<file path="src/rtl/fpu_seq_pkg.sv">
// Shared FP sequencer constants: op codes, latencies, state type.
// Op classification helpers used by the sequencer and the latency LUT.
package fpu_seq_pkg;

  localparam logic [4:0] FOPADD    = 5'd0;
  localparam logic [4:0] FOPSUB    = 5'd1;
  localparam logic [4:0] FOPMUL    = 5'd2;
  localparam logic [4:0] FOPDIV    = 5'd3;
  localparam logic [4:0] FOPSQRT   = 5'd4;
  localparam logic [4:0] FOPABS    = 5'd5;
  localparam logic [4:0] FOPNEG    = 5'd6;
  localparam logic [4:0] FOPSIGNJ  = 5'd7;
  localparam logic [4:0] FOPSIGNJN = 5'd8;
  localparam logic [4:0] FOPSIGNJX = 5'd9;
  localparam logic [4:0] FOPCVTSW  = 5'd10;
  localparam logic [4:0] FOPCVTWS  = 5'd11;
  localparam logic [4:0] FOPCEQ    = 5'd12;
  localparam logic [4:0] FOPCLT    = 5'd13;
  localparam logic [4:0] FOPCLE    = 5'd14;

  localparam int LAT_ADDSUB = 7;
  localparam int LAT_MUL    = 5;
  localparam int LAT_DIV    = 6;
  localparam int LAT_SQRT   = 16;
  localparam int LAT_CVT    = 6;
  localparam int LAT_CMP    = 1;
  localparam int LAT_SIGN   = 1;

  typedef enum logic [1:0] {
    S_IDLE = 2'd0,
    S_WAIT = 2'd1,
    S_DONE = 2'd2
  } state_e;

  function automatic logic op_known(logic [4:0] op);
    return op <= FOPCLE;
  endfunction

  function automatic logic op_cmp(logic [4:0] op);
    return (op == FOPCEQ) || (op == FOPCLT) || (op == FOPCLE);
  endfunction

  function automatic logic op_fwr(logic [4:0] op);
    return op_known(op) && !op_cmp(op) && (op != FOPCVTWS);
  endfunction

endpackage

</file>
<file path="src/rtl/fpu_seq_lat_lut.sv">
// Op code to latency. A 4-bit field cannot hold 16, so 0 encodes
// the 16-cycle square root; the sequencer widens it back.
module fpu_lat_lut
  import fpu_seq_pkg::*;
(
  input  logic [4:0] iop,
  output logic [3:0] olat
);

  function automatic logic [3:0] enc(int l);
    return l[3:0];
  endfunction

  always_comb begin
    olat = enc(LAT_SIGN);
    case (iop)
      FOPADD, FOPSUB:                    olat = enc(LAT_ADDSUB);
      FOPMUL:                            olat = enc(LAT_MUL);
      FOPDIV:                            olat = enc(LAT_DIV);
      FOPSQRT:                           olat = enc(LAT_SQRT);
      FOPCVTSW, FOPCVTWS:                olat = enc(LAT_CVT);
      FOPCEQ, FOPCLT, FOPCLE:            olat = enc(LAT_CMP);
      FOPABS, FOPNEG, FOPSIGNJ,
      FOPSIGNJN, FOPSIGNJX:              olat = enc(LAT_SIGN);
      default:                           olat = enc(LAT_SIGN);
    endcase
  end

endmodule

</file>
<file path="src/rtl/fpu_seq.sv">
// Issue/wait/capture sequencer around a multi-cycle FP ALU,
// with sticky IEEE exception flags.
module fpu_seq
  import fpu_seq_pkg::*;
(
  input  logic        iclock,
  input  logic        ireset_n,
  input  logic        istart,
  input  logic [4:0]  iop,
  input  logic [31:0] ifrs1,
  input  logic [31:0] ifrs2,
  input  logic        iflush,
  input  logic        iclr_fflags,
  output logic [4:0]  oalu_control,
  output logic [31:0] oalu_dataa,
  output logic [31:0] oalu_datab,
  input  logic [31:0] ialu_result,
  input  logic        ialu_nan,
  input  logic        ialu_zero,
  input  logic        ialu_overflow,
  input  logic        ialu_underflow,
  input  logic        ialu_cmp,
  output logic        obusy,
  output logic        odone,
  output logic [31:0] oresult,
  output logic        ofwrite,
  output logic [4:0]  offlags
);

  state_e      state_q;
  logic [4:0]  cnt_q;
  logic [4:0]  ctl_q;
  logic [31:0] da_q, db_q, res_q;
  logic        busy_q, done_q, fw_q;
  logic [4:0]  flags_q;

  logic [3:0]  lat;
  logic [4:0]  lat_d;
  logic        cap;
  logic        dz_d, a_nan;
  logic [31:0] res_d;
  logic [4:0]  flags_d;
  logic        alu_zero_unused;

  fpu_lat_lut u_lut (
    .iop  (iop),
    .olat (lat)
  );

  assign lat_d = {lat == 4'd0, lat};
  assign alu_zero_unused = ialu_zero;

  assign cap = (state_q == S_WAIT) && !iflush && (cnt_q == 5'd1);

  assign a_nan = (da_q[30:23] == 8'hff) && (da_q[22:0] != 23'd0);
  assign dz_d  = (ctl_q == FOPDIV) && (db_q[30:0] == 31'd0)
              && (da_q[30:0] != 31'd0) && !a_nan;

  always_comb begin
    res_d   = 32'd0;
    flags_d = 5'd0;
    if (op_known(ctl_q)) begin
      res_d   = op_cmp(ctl_q) ? {31'd0, ialu_cmp} : ialu_result;
      flags_d = {ialu_nan, dz_d, ialu_overflow, ialu_underflow,
                 ialu_overflow | ialu_underflow};
    end
  end

  always_ff @(posedge iclock or negedge ireset_n) begin
    if (!ireset_n) begin
      state_q <= S_IDLE;
      cnt_q   <= 5'd0;
      ctl_q   <= 5'd0;
      da_q    <= 32'd0;
      db_q    <= 32'd0;
      res_q   <= 32'd0;
      busy_q  <= 1'b0;
      done_q  <= 1'b0;
      fw_q    <= 1'b0;
      flags_q <= 5'd0;
    end else begin
      done_q <= 1'b0;
      unique case (state_q)
        S_IDLE, S_DONE: begin
          state_q <= S_IDLE;
          busy_q  <= 1'b0;
          if (istart && !iflush) begin
            ctl_q   <= iop;
            da_q    <= ifrs1;
            db_q    <= ifrs2;
            cnt_q   <= lat_d;
            busy_q  <= 1'b1;
            state_q <= S_WAIT;
          end
        end
        S_WAIT: begin
          if (iflush) begin
            state_q <= S_IDLE;
            busy_q  <= 1'b0;
            cnt_q   <= 5'd0;
          end else if (cnt_q == 5'd1) begin
            state_q <= S_DONE;
            busy_q  <= 1'b0;
            done_q  <= 1'b1;
            cnt_q   <= 5'd0;
            res_q   <= res_d;
            fw_q    <= op_fwr(ctl_q);
          end else begin
            cnt_q <= cnt_q - 5'd1;
          end
        end
        default: state_q <= S_IDLE;
      endcase
      // a clear landing on a capture keeps only the new flags
      if (iclr_fflags)
        flags_q <= cap ? flags_d : 5'd0;
      else if (cap)
        flags_q <= flags_q | flags_d;
    end
  end

  assign oalu_control = ctl_q;
  assign oalu_dataa   = da_q;
  assign oalu_datab   = db_q;
  assign obusy        = busy_q;
  assign odone        = done_q;
  assign oresult      = res_q;
  assign ofwrite      = fw_q;
  assign offlags      = flags_q;

endmodule

</file>
<file path="config.mk">
export PLATFORM = sky130hd
export DESIGN_NAME = fpu_seq
export DESIGN_NICKNAME = d
export VERILOG_FILES = /design/src/rtl/fpu_seq_pkg.sv /design/src/rtl/fpu_seq_lat_lut.sv /design/src/rtl/fpu_seq.sv
export SDC_FILE = /design/constraint.sdc
export NUM_CORES = 1
export LEC_CHECK = 0
export BUFFER_PORTS_ARGS = -buffer_cell sky130_fd_sc_hd__clkbuf_2
export CORE_MARGIN = 3
export CORE_UTILIZATION = 47
export DETAILED_ROUTE_END_ITERATION = 10
export PLACE_DENSITY = 0.8
export SLEW_MARGIN = 25
export SYNTH_ARGS = -nofsm -noshare
export SYNTH_HDL_FRONTEND = slang
export SYNTH_SLANG_ARGS = --single-unit
</file>
<file path="constraint.sdc">
create_clock -name iclock -period 2.3 [get_ports iclock]
set_clock_uncertainty 0.1 [all_clocks]
set_input_delay 0.46 -clock iclock [delete_from_list [all_inputs] [get_ports iclock]]
set_output_delay 0.46 -clock iclock [all_outputs]
set_load 0.1 [all_outputs]
</file>
After elaboration in Yosys (flattened, before gate mapping)
Memory sizes are Yosys's and may differ from the RTL's.
Cells that the tools add are included.

cells by class
  $add $sub $neg = 1
  magnitude comparators = 1
  equal/unequal tests = 11
  mux-type cells = 22
  bitwise gates (word level) = 3
  reductions and logical operators = 26

operator list
  cell                                                                   count
  32-bit 2-to-1 mux                                                      2
  5-bit 2-to-1 mux                                                       7
  31-bit logical NOT                                                     1
  31-bit nonzero test                                                    1
  23-bit nonzero test                                                    1
  5-bit by 4-bit == test with 1-bit output, second input constant        3
  5-bit one-hot mux with 2 select lines                                  1
  1-bit logical AND                                                      9
  8-bit == test, second input constant                                   1
  1-bit 2-to-1 mux                                                       7
  2-bit AND reduction                                                    3
  5-bit by 1-bit == test with 1-bit output, second input constant        1
  5-bit by 2-bit == test with 1-bit output, second input constant        1
  5-bit by 4-bit <= comparator with 1-bit output, second input constant  1
  5-bit by 4-bit != test with 1-bit output, second input constant        1
  5-bit OR                                                               1
  5-bit by 1-bit subtractor with 5-bit output, second input constant     1
  4-bit logical NOT                                                      1
  2-bit 2-to-1 mux                                                       2
  4-bit 2-to-1 mux                                                       1
  2-bit one-hot mux with 2 select lines                                  1
  2-bit nonzero test                                                     2
  1-bit logical NOT                                                      3
  3-bit by 2-bit != test with 1-bit output, second input constant        1
  10 further kinds                                                       11

word-level totals
  bits in registers = 116
  ROM bits = 48
  input port bits = 111
  output and inout port bits = 109
  memories = 1

memory list
  name              depth  width  read ports  clocked after memory_dff  write ports  RTL line               source
  (name not given)  16     3      1           0                         0            fpu_seq_lat_lut.sv:16  case (iop)

Depth between registers and ports, before layout
  depth after elaboration = 8
  depth in mapped cells = 8

Cells and area by module
Synthesis repeated with hierarchy kept, for this count alone.

unflattened totals
  cell total of the unflattened synthesis = 393
  area, all modules = 4,784.6 um^2

by module, submodules not included
  module       instances  cells each  area an instance (um^2)  sequential area each (um^2)
  fpu_seq      1          384         4,725.8                  2,902.8
  fpu_lat_lut  1          9           58.8                     0.0

Least setup slack after synthesis
OpenSTA, ideal clock, no wires.

  path kind = reg-to-reg
  from = reg da_q[18] (netlist: oalu_dataa[18])
  to = reg flags_q[3] (netlist: offlags[3])
  data arrival time = 1,809 ps
  path slack = 268 ps
  cell stages (with the launch flop) = 5
  buffers on the path = 0
  cells stage by stage = dfrtp_1 nor4_1 nand4_1 or3_1 a32o_1

on the way
  longest elaborated chain between the ends = 8

RTL lines
  what                    RTL line        source
  from (decl)             fpu_seq.sv:33   logic [31:0] da_q, db_q, res_q;
  from (signal assigned)  fpu_seq.sv:89   da_q <= ifrs1;
  23-bit nonzero test     fpu_seq.sv:55   assign a_nan = (da_q[30:23] == 8'hff) && (da_q[22:0] != 23'd0);
  1-bit logical AND       fpu_seq.sv:55
  1-bit logical NOT       fpu_seq.sv:57   && (da_q[30:0] != 31'd0) && !a_nan;
  1-bit logical AND (*)   fpu_seq.sv:57
  5-bit 2-to-1 mux (*)    fpu_seq.sv:62   if (op_known(ctl_q)) begin
  5-bit OR                fpu_seq.sv:118  flags_q <= flags_q | flags_d;
  5-bit 2-to-1 mux        fpu_seq.sv:117  else if (cap)
  5-bit 2-to-1 mux (*)    fpu_seq.sv:115  if (iclr_fflags)
  to (signal assigned)    fpu_seq.sv:116  flags_q <= cap ? flags_d : 5'd0;
  to (signal assigned)    fpu_seq.sv:118
  to (decl)               fpu_seq.sv:35   logic [4:0] flags_q;

Every way passes the cells marked *; elsewhere a longest branch is shown, timed or not. The select of a mux whose other input is x is not followed.
A chain may end at the register's enable or synchronous reset.

Worst setup path in the final report
  from = reg ctl_q[3] (netlist: oalu_control[3])
  to = out oalu_control[3]

RTL lines
  what                    RTL line       source
  from (decl)             fpu_seq.sv:32  logic [4:0] ctl_q;
  from (signal assigned)  fpu_seq.sv:88  ctl_q <= iop;
  to (decl)               fpu_seq.sv:14  output logic [4:0] oalu_control,

No word-level cell between the ends.

==> results.txt <==
----------------------------------------------------
[Route]
  Router iterations before antenna repair ... 4
  Starting DRT DRC Count ... 208
  Vias ... 3982
  Final ANT Viol Nets ... 0
  Detailed-route vias per instance ... 5.21
  Residual DRC ... 0
  Routed wire per std cell ... about 16 µm
  Overall routed net length ... 12500 µm

[Worst setup path]
  Launching element type of the critical path ... flip-flop
  Family with the most delay on the worst path ... buffers and inverters
  Critical path start-end classification ... flip-flop to output port
  Delay of the slowest critical-path stage ... around 0.53 ns
  Critical path buffers and inverters ... 1
  Peak fanout along the critical path ... 7
  Worst path required time ... approximately 1.7 ns
  Cell at the slowest stage of the critical path ... sky130_fd_sc_hd__clkbuf_2
  Kind of end point of the critical path ... output port
  Sequence of cells on the critical path ... clkbuf_2
  Setup slack on the worst flop-to-flop path ... 0.41 ns
  WP data arrival ... 1.54 ns

[Synthesis]
  Post-synthesis instance area ... 4770 µm²
  Top cells by area in the synthesized netlist ... sky130_fd_sc_hd__dfrtp_1 (61%), sky130_fd_sc_hd__mux2_2 (16%), sky130_fd_sc_hd__nand2_1 (5.7%)
  Mapped Nets ... 507
  Ranking of synthesized cells by instance count ... sky130_fd_sc_hd__dfrtp_1 (116), sky130_fd_sc_hd__nand2_1 (73), sky130_fd_sc_hd__mux2_2 (68)
  Gate Count Post-Synth ... 394
  Number of warnings printed during yosys synthesis ... 0
  Most numerous cell in the Yosys netlist ... sky130_fd_sc_hd__dfrtp_1
  Asr flop ratio synth ... 100%
  Post-Synthesis Mean Instance Area ... around 12 µm²
  Yosys top cell area share ... approximately 61%
  Number of enable-type register cells in the synthesized netlist ... 0
  Predominant post-synthesis flop cell ... sky130_fd_sc_hd__dfrtp_1
  Share of synthesized area occupied by flip-flops and latches ... about 61%
  Count of state elements after synthesis ... 116
  Library cell with the largest summed area after synthesis ... sky130_fd_sc_hd__dfrtp_1
  Unique masters post-synth ... 39

[STA]
  Upper clock frequency limit ... between 0.4 and 0.5 GHz
  Count of final hold-check violations ... 0
  Worst slew pin tran ... 0.697 ns
  Tmin final ... approximately 2.1 ns
  Post-route fraction of the period consumed by the critical path ... 91.5%
  Final max-slew violation count ... 0
  Accumulated negative setup slack ... 0 ns
  Relative slew slack ... 52.3%
  Final setup viols ... 0
  Setup repair after global routing missed its margin ... false

[Clock network]
  Clock transition at the register clock pins on the worst setup and hold paths after CTS ... ~0.060 ns
  CTS tree ... built
  Post-CTS repair timing setup buffer count ... 0
  Number of buffers created by CTS ... 17
  Clock network latency to the later pin of the worst-skew pair ... 0.50 ns
  # H-tree levels ... 4
  Buffer depth of the longest clock path ... 2
  Number of sinks on the clock net ... 116
  Clock tree root buffer cell ... sky130_fd_sc_hd__clkbuf_8

[Final layout]
  Layout Area Growth over Synthesis ... 40.1%
  Storage element area ... slightly below 3000 µm²
  Fraction of final layout cells with drive strength greater than 1 ... 51.6%
  Fill cell count ... around 750
  Antenna diode instance count ... 0
  NumNets Final ... around 730
  Multi-input logic area ... between 1500 and 2000 µm²

[Global route]
  Pin count of the biggest net entering global routing ... about 120
  Via count of the first global-routing pass ... 4009
  Global-route congestion overflow total ... 0
  Initial antenna violation count ... 0
  Global-route wire length before repair ... 19900 µm
  Gr usage total ... 22.4%

[Floorplan]
  Core Rows ... 36
  Chip Width ... between 100 and 150 µm
  Die outline area ... 11400 µm²
  Core Area ... 9820 µm²
  Number of top-level pins ... 220
  Height of the die ... 107 µm
  Initial core utilization ... 48.6%

[Placed design]
  HPWL reported at the end of detailed placement ... 9050 µm
  Final weighted congestion in routability-driven placement ... approximately 0.79
  Number of port buffers ... 218

[Min path]
  Worst min path class ... input pin to flip-flop

[Job]
  Number of max-cap violations ... 0

[Status]
  Result of the run ... completed

----------------------------------------------------
stage by stage:
step / setup WS, ns / hold WS [ns] / cell area, µm² / std cells / util [%]
after floorplan: 0.268 / 0.0644 / 4770 / 394 / -
after global placement: 0.362 / 0.362 / 6010 / 733 / 61.3
after detailed placement: 0.315 / 0.372 / 6010 / 733 / 61.3
after CTS: 0.160 / 0.0504 / 6690 / 765 / 68.1
after global routing: 0.125 / 0.0565 / 6690 / 765 / 68.1
final: 0.196 / 0.0777 / 6690 / 765 / 68.1
path summary, 6_finish.rpt:
check | startpoint | endpoint | depth (start not counted)
max | oalu_control[3] | oalu_control[3] | 1
max reg2reg | cnt_q[1] | oresult[23] | 7
min | ialu_result[25] | oresult[25] | 3
min reg2reg | oresult[4] | oresult[4] | 2
min in group asynchronous | ireset_n | oresult[7] | 3
max in group asynchronous | ireset_n | oresult[23] | 3
state kept, by name, indices dropped and copies added, names as in the netlist:
register and flops:
cnt_q 5, oalu_control 5, oalu_dataa 32, oalu_datab 32, obusy 1, odone 1
offlags 5, ofwrite 1, oresult 32, state_q 2
layer usage:
layer	global-route usage, %	share of wire (%)	vias up
met5	0	0	-
met4	7.21	0.83	0
met3	7.83	9.1	9
met2	38.4	51	192
met1	26.5	39	1923
li1	-	-	1858
cells in the final DEF, fill, tap and decap left out, types with 2 or more instances in the layout:
| master | netlist | routed |
|---|---|---|
| sky130_fd_sc_hd__nand4_1 | 4 | 4 |
| sky130_fd_sc_hd__nor2_1 | 7 | 7 |
| sky130_fd_sc_hd__o21a_1 | 2 | 2 |
| sky130_fd_sc_hd__a21oi_1 | 4 | 3 |
| sky130_fd_sc_hd__clkbuf_1 | 7 | 3 |
| sky130_fd_sc_hd__clkinv_2 | 0 | 2 |
| sky130_fd_sc_hd__nand3b_1 | 2 | 2 |
| sky130_fd_sc_hd__buf_12 | 0 | 2 |
| sky130_fd_sc_hd__o22ai_1 | 2 | 2 |
| sky130_fd_sc_hd__nand3_1 | 3 | 3 |
| sky130_fd_sc_hd__inv_1 | 9 | 9 |
| sky130_fd_sc_hd__clkbuf_2 | 0 | 217 |
| sky130_fd_sc_hd__ha_1 | 2 | 2 |
| sky130_fd_sc_hd__nand2b_1 | 3 | 3 |
| sky130_fd_sc_hd__nor4_1 | 17 | 17 |
| sky130_fd_sc_hd__bufinv_16 | 0 | 7 |
| sky130_fd_sc_hd__a22o_1 | 4 | 4 |
| sky130_fd_sc_hd__clkbuf_16 | 0 | 16 |
| sky130_fd_sc_hd__mux2_2 | 68 | 68 |
| sky130_fd_sc_hd__o21ai_1 | 3 | 3 |
| sky130_fd_sc_hd__clkbuf_8 | 0 | 2 |
| sky130_fd_sc_hd__nand2_1 | 73 | 72 |
| sky130_fd_sc_hd__dfrtp_1 | 116 | 116 |
| sky130_fd_sc_hd__a31oi_1 | 2 | 2 |
| sky130_fd_sc_hd__nor3_1 | 4 | 4 |
| sky130_fd_sc_hd__o31ai_1 | 2 | 2 |
| sky130_fd_sc_hd__buf_4 | 0 | 4 |
| sky130_fd_sc_hd__o21ai_0 | 33 | 33 |
cells by family (layout without fill, tap and decap cells):
group | after synthesis | count (layout) | synth area share [%]
AOI/OAI and AO/OA | 60 | 60 | 7.55
adders and majority gates | 2 | 2 | 0.524
buffers and inverters | 26 | 264 | 2.70
DFF | 116 | 116 | 60.8
muxes | 68 | 68 | 16.0
and+or+nand+nor | 122 | 122 | 12.4
tightest hold or removal path: cells and delay by family:
| family | cells | cell delay (ns) |
|---|---|---|
| buffers and inverters | 1 | 0.08 |
| AO/OA/AOI/OAI | 1 | 0.06 |
| AND/OR/NAND/NOR | 1 | 0.04 |
what timing repair did:
| item | CTS | global route |
|---|---|---|
| hold buffers | 1 | 0 |
| endpoints found under the hold margin | 116 | 0 |
| endpoints found under the setup margin | 0 | 0 |
| gates resized for setup | 0 | 0 |
layout make-up:
type | count | share of cell area (%)
Inverter | 9 | 0.505
Timing Repair Buffer | 224 | 17.4
Tap cell | 133 | 2.49
Multi-Input combinational cell | 252 | 26.2
Clock inverter | 10 | 3.40
Clock buffer | 21 | 6.56
Sequential cell | 116 | 43.4
Power is left out: the tool's default activity adds up to more than one toggle a clock period on the data nets, which glitch-free logic cannot reach.
